### src/rtl/individual_scorer.sv
// rtl/individual_scorer.sv - scores a candidate's outputs against expected vectors by matching-bit count
module individual_scorer #(
  parameter int W  = 16,
  parameter int CW = 8
) (
  input  logic          clk,
  input  logic          rst,
  input  logic          start,
  input  logic [CW-1:0] vec_count,
  input  logic          in_valid,
  output logic          in_ready,
  input  logic [W-1:0]  y3,
  input  logic [W-1:0]  y2,
  input  logic [W-1:0]  y1,
  input  logic [W-1:0]  y0,
  input  logic [W-1:0]  e3,
  input  logic [W-1:0]  e2,
  input  logic [W-1:0]  e1,
  input  logic [W-1:0]  e0,
  output logic          busy,
  output logic          done,
  output logic [15:0]   score,
  output logic [CW-1:0] perfect_cnt
);

  localparam int NB = 4 * W;
  localparam int MW = $clog2(NB + 1);

  typedef enum logic [1:0] {IDLE, RUN, DRAIN, DONE} state_t;

  state_t        state;
  logic [CW-1:0] vec_q;
  logic [CW-1:0] cnt;
  logic          s1_valid;
  logic [MW-1:0] s1_match;
  logic          s1_perfect;

  logic [NB-1:0] same;
  logic [MW-1:0] pop;
  logic          accept;
  logic [16:0]   sum;

  assign same   = ~({y3, y2, y1, y0} ^ {e3, e2, e1, e0});
  assign accept = in_valid && (state == RUN);
  assign busy   = (state == RUN) || (state == DRAIN);
  // Bit 16 of the widened sum flags overflow, which clamps the score.
  assign sum    = {1'b0, score} + 17'(s1_match);

  always_comb begin
    pop = '0;
    for (int i = 0; i < NB; i++) begin
      pop = pop + MW'(same[i]);
    end
  end

  always_ff @(posedge clk) begin
    if (rst) begin
      state       <= IDLE;
      in_ready    <= 1'b0;
      done        <= 1'b0;
      vec_q       <= '0;
      cnt         <= '0;
      s1_valid    <= 1'b0;
      s1_match    <= '0;
      s1_perfect  <= 1'b0;
      score       <= '0;
      perfect_cnt <= '0;
    end else begin
      done     <= 1'b0;
      s1_valid <= accept;
      if (accept) begin
        s1_match   <= pop;
        s1_perfect <= (pop == MW'(NB));
      end

      if (s1_valid) begin
        score <= sum[16] ? 16'hFFFF : sum[15:0];
        if (s1_perfect && (perfect_cnt != {CW{1'b1}})) begin
          perfect_cnt <= perfect_cnt + CW'(1);
        end
      end

      case (state)
        IDLE: begin
          if (start) begin
            score       <= '0;
            perfect_cnt <= '0;
            cnt         <= '0;
            vec_q       <= vec_count;
            if (vec_count == '0) begin
              state <= DONE;
              done  <= 1'b1;
            end else begin
              state    <= RUN;
              in_ready <= 1'b1;
            end
          end
        end
        RUN: begin
          if (accept) begin
            cnt <= cnt + CW'(1);
            if ((cnt + CW'(1)) == vec_q) begin
              state    <= DRAIN;
              in_ready <= 1'b0;
            end
          end
        end
        // Stage 1 empty means stage 2 has taken the final beat.
        DRAIN: begin
          if (!s1_valid) begin
            state <= DONE;
            done  <= 1'b1;
          end
        end
        DONE: begin
          state <= IDLE;
        end
        default: begin
          state <= IDLE;
        end
      endcase
    end
  end

endmodule

### config.mk
export PLATFORM = sky130hd
export DESIGN_NAME = individual_scorer
export DESIGN_NICKNAME = d
export VERILOG_FILES = /design/src/rtl/individual_scorer.sv
export SDC_FILE = /design/constraint.sdc
export NUM_CORES = 1
export LEC_CHECK = 0
export BUFFER_PORTS_ARGS = -buffer_cell sky130_fd_sc_hd__buf_2
export CORE_UTILIZATION = 56
export DETAILED_ROUTE_END_ITERATION = 16
export GPL_TIMING_DRIVEN = 0
export PLACE_DENSITY_LB_ADDON = 0.3
export SETUP_SLACK_MARGIN = 0.15
export SYNTH_ARGS = -nofsm -noshare
export SYNTH_HDL_FRONTEND = slang
export SYNTH_SLANG_ARGS = --single-unit
### constraint.sdc
create_clock -name clk -period 13.21 [get_ports clk]
set_input_delay 0 -clock clk [delete_from_list [all_inputs] [get_ports clk]]
set_output_delay 0 -clock clk [all_outputs]
set_load 0.02 [all_outputs]
---- After elaboration in Yosys (flattened, before gate mapping) ----
Index checks and enable logic that the tools add are counted.
storage, ports and cells
  register bits ........................... 53
  bits of input ports ..................... 140
  logic and storage cells ................. 125
cells by class
  add/sub/neg operators ................... 66
  equal/unequal tests ..................... 11
  multiplexer cells ....................... 26
  bitwise logic cells ..................... 2
  reduce and logical (&&, ||, !) cells .... 10
operator list
  kind                                           number
  adder 7 x 1 -> 7 bit                           57
  two-way mux 16 bit                             4
  NOT 64 bit                                     1
  bitwise XOR 64 bit                             1
  two-way mux 8 bit                              6
  adder 16 x 7 -> 17 bit                         1
  adder 8 x 1 -> 8 bit (second input constant)   2
  one-hot mux 8 bit (2 select lines)             1
  two-way mux 2 bit                              5
  equality test 8 bit                            1
  logical NOT 8 bit                              1
  inequality test 2 bit (second input constant)  4
  inequality test 8 bit (second input constant)  1
  one-hot mux 2 bit (4 select lines)             1
  adder 6 x 1 -> 7 bit                           1
  equality test 7 bit (second input constant)    1
  two-way mux 1 bit                              7
  adder 5 x 1 -> 6 bit                           1
  adder 4 x 1 -> 5 bit                           1
  AND reduction 5 bit                            1
  adder 3 x 1 -> 4 bit                           1
  equality test 2 bit (second input constant)    2
  one-hot mux 1 bit (2 select lines)             2
  AND reduction 4 bit                            1
  10 further kinds                               11

---- Depth between registers and ports, before layout ----
  word-level depth ........................ 66
  mapped depth ............................ 22
  mapped depth without buffers ............ 22

---- Worst setup path after synthesis ----
No wires, ideal clock.
  path kind ............................... input port to flip-flop
  start ................................... in e0[11]
  end ..................................... reg s1_perfect
  library setup time ...................... 0.124 ns
  arrival ................................. 5.726 ns
  data required time ...................... 13.086 ns
  slack ................................... 7.360 ns
  stages .................................. 20
  buffers on the path ..................... 0
  path through ............................ xor2_1 fa_1 inv_1 fa_1 inv_1 fa_1 fa_1 fa_1 fa_1 fa_1 fa_1 inv_1 ha_1 fa_1 a21o_1 a21oi_1 nand2b_1 a21oi_1 o2111ai_1 o21ai_0
on the way
  cells in the longest elaborated chain, start to end .. 56
RTL lines
  item                                line  text
  start, declared                     19    input logic [W-1:0] e0,
  bitwise XOR 64 bit                  43    assign same = ~({y3, y2, y1, y0} ^ {e3, e2, e1, e0});
  NOT 64 bit                          43
  adder 7 x 1 -> 7 bit (53 in a row)  52    pop = pop + MW'(same[i]);
  equality test 7 bit                 73    s1_perfect <= (pop == MW'(NB));
  end signal, assigned                73
  end, declared                       36    logic s1_perfect;
Every way passes these cells.
A chain may end at the register's enable or synchronous reset.

---- Worst setup path after layout ----
  start ................................... in e1[1]
  end ..................................... reg s1_perfect
on the way
  cells in the longest elaborated chain, start to end .. 50
RTL lines
  item                                line  text
  start, declared                     18    input logic [W-1:0] e1,
  bitwise XOR 64 bit                  43
  NOT 64 bit                          43
  adder 7 x 1 -> 7 bit (47 in a row)  52
  equality test 7 bit                 73
Every way passes these cells.

==> out/metrics.cfg <==
[clock_tree]
cts_setup_buffers = 0
htreeDepth = 2
clkTransAtPathRegs_ns = 0.10
clockRootBuffer = clkbuf_8
cts_max_path_buffers = 2
cts_sinks = 53
cts_tree = yes
cts_buffers = 5
clkLatencyLatePin_ns = 0.31
cts.repair.resized = 0

[sta]
setup_tns_ns = 0
fmax_ghz = 0.169
whs_ns = 0.0805
fin_skew_ns = 0.0193
worst_pin_slew_ns = 0.787
slew_headroom_pct = 47.6
finalCritPeriodShare_pct = 44.8
final-setup-viol-count = 0
rsz0062_at_grt = no
fin_crit_ns = 5.92
slew_violations = 0
finalHoldViolCount = 0

[route]
via_per_inst = 5.27
dr_total_vias = 4473
dr.pass1.iters = 4
dr.max_layer_used = met4
met1_length_microns = 4310
wl_met2_microns = 6010
drt_wl_total_microns = 11000
wl_per_cell_microns = 12.9
wl_met3_microns = 474
route.detailed.drc = 0
postRouteAntennaNets = 0
drtIter0Drc = 155

[global_routing]
grt_overflow = 0
grt_max_degree = 18
grt_use_total_pct = 23.8
antenna_found_initial = 0
grt_pass1_vias = 4152
grt_pass1_wl_microns = 17200

[synth]
yosys.area.top_type = fa_1
ys.warnings.count = 0
ys.flop_type = dfxtp_1
yosys-top-cells-area = fa_1, dfxtp_1, xor2_1, ha_1, xnor2_1
synth_top_area_share_pct = 22.1
syn_area_sq_mm = 0.00497
synth_nets = 781
async_flop_share_pct = 0
syn_inst = 559
synth_seq_cells = 53
ys_seq_area_share_pct = 21.3
ys_types = 52
synth_edf_count = 0
avgSynthCellArea_sq_um = 8.89

[worst_setup_path]
crit_fanout = 2
criticalPathCategory = input pin to flop
cp_slowest_cell = fa_1
startpoint_type = input pin
crit_required_ns = 13.42
critical_path.max_stage_delay_ns = 0.55
cp.arrival_ns = 6.13
worstPathCellList = buf_2 -> xor2_1 -> fa_1 -> fa_1 -> inv_1 -> fa_1 -> inv_1 -> fa_1 -> fa_1 -> fa_1 -> fa_1 -> fa_1 -> inv_1 -> ha_1 -> fa_1 -> a21o_1 -> a21oi_1 -> nand2b_1 -> a21oi_1 -> o2111ai_1 -> o21ai_0
reg2reg_depth = 9
worstSetupEndpointType = flop
cp_common_cell = fa_1

[die]
dieHeight_microns = 96.2
num_rows = 34
core-area_sq_mm = 0.00864
die_x_microns = 96.2
ioPinCount = 167
start_util_pct = 57.6
dieArea_sq_mm = 0.00926

[placed_design]
io_buffers = 166
gp_congestion = 0.849
hpwl_microns = 9250

[job]
maxCapViolCount = 0

[worst_hold_path]
hp-class = input pin to flop
hold_path_depth = 3

[finish]
layout-area-overhead-vs-synth_pct = 23.0
insertedDiodeCount = 0
final_nets = 962
drive_above_1_share_pct = 24.6

[run_status]
status = completed

through the flow:
stage	area [sq um]	worst slack (ns)	util, %	cells
finish	6120	7.29	70.8	849
global route	6120	7.01	70.8	849
CTS	6120	7.22	70.8	849
detailed placement	5940	6.89	68.7	833
global placement	5940	7.02	68.7	833
floorplan	4970	7.36	-	559
per-layer routing:
layer	GRT usage [%]	vias up
met1	27.9	2092
li1	-	2214
met2	45.0	151
met4	6.84	0
met5	0	-
met3	2.76	16
cells by family (layout without fill, tap and decap cells):
kind of cell	count (synthesis)	after routing	share of synthesized area, %
AO/OA/AOI/OAI	113	113	14.2
adder cells (fa/ha/maj)	82	82	28.9
buffers and inverters	90	272	6.82
AND/OR/NAND/NOR	134	134	13.1
flip-flops	53	53	21.3
XOR/XNOR	83	83	14.6
multiplexers	4	4	0.906
cell usage after synthesis, types with 2 or more instances:
library cell,n
inv_1,76
fa_1,55
dfxtp_1,53
xor2_1,48
nand2_1,44
a21oi_1,39
xnor2_1,35
nor2_1,30
ha_1,27
o21ai_0,25
clkbuf_1,12
nor3_1,12
a31oi_1,10
nand2b_1,8
nand3_1,8
a21o_1,6
a211oi_1,4
and3_1,4
o211ai_1,4
o21a_1,4
or3_1,4
a311oi_1,3
and2_1,3
mux2i_1,3
nand3b_1,3
nor2b_1,3
nor3b_1,3
nor4_1,3
o21bai_1,3
a22oi_1,2
a41oi_1,2
nand4_1,2
or4_1,2
critical path: cells and delay by family:
family	cells	cell delay, ns
XOR/XNOR	1	0.18
adder cells (fa/ha/maj)	10	4.79
buffers and inverters	4	0.26
AND/OR/NAND/NOR	1	0.15
AO/OA/AOI/OAI	5	0.75
final cells by class:
class                           count  area [sq um]
Buffer                             14          53.8
Clock buffer                        6          82.6
Clock inverter                      2          16.3
Fill cell                         672          2520
Inverter                           76           285
Multi-Input combinational cell    416          3570
Sequential cell                    53          1060
Tap cell                          108           135
Timing Repair Buffer              174           911
worst paths after layout:
| kind | end | start | slack (ns) |
|---|---|---|---|
| setup reg to reg | score[10] | score[0] | 10.41 |
| hold reg to reg | s1_match[0] | s1_match[0] | 0.47 |
| hold / removal | state[0] | rst | 0.08 |
| setup / recovery | s1_perfect | e1[1] | 7.29 |
timing repair:
item | CTS | global route
setup endpoints to repair | 0 | 0
hold buffers | 8 | 0
endpoints found under the hold margin | 8 | 0
sequential cells by signal, summed over array words and instances (netlist names), 2 cells and up:
register,cells
state,2
perfect_cnt,8
s1_match,7
score,16
vec_q,8
cnt,8
cell usage in the layout (no fill, tap or decap), types with 4 or more instances in the layout:
cell,synthesis,routed
a211oi_1,4,4
a21o_1,6,6
a21oi_1,39,39
a31oi_1,10,10
and3_1,4,4
buf_2,1,167
clkbuf_1,12,12
clkbuf_8,0,6
dfxtp_1,53,53
dlygate4sd3_1,0,8
fa_1,55,55
ha_1,27,27
inv_1,76,76
nand2_1,44,44
nand2b_1,8,8
nand3_1,8,8
nor2_1,30,30
nor3_1,12,12
o211ai_1,4,4
o21a_1,4,4
o21ai_0,25,25
or3_1,4,4
xnor2_1,35,35
xor2_1,48,48
Power is left out: the tool's default activity adds up to more than one toggle a clock period on the data nets, which glitch-free logic cannot reach.
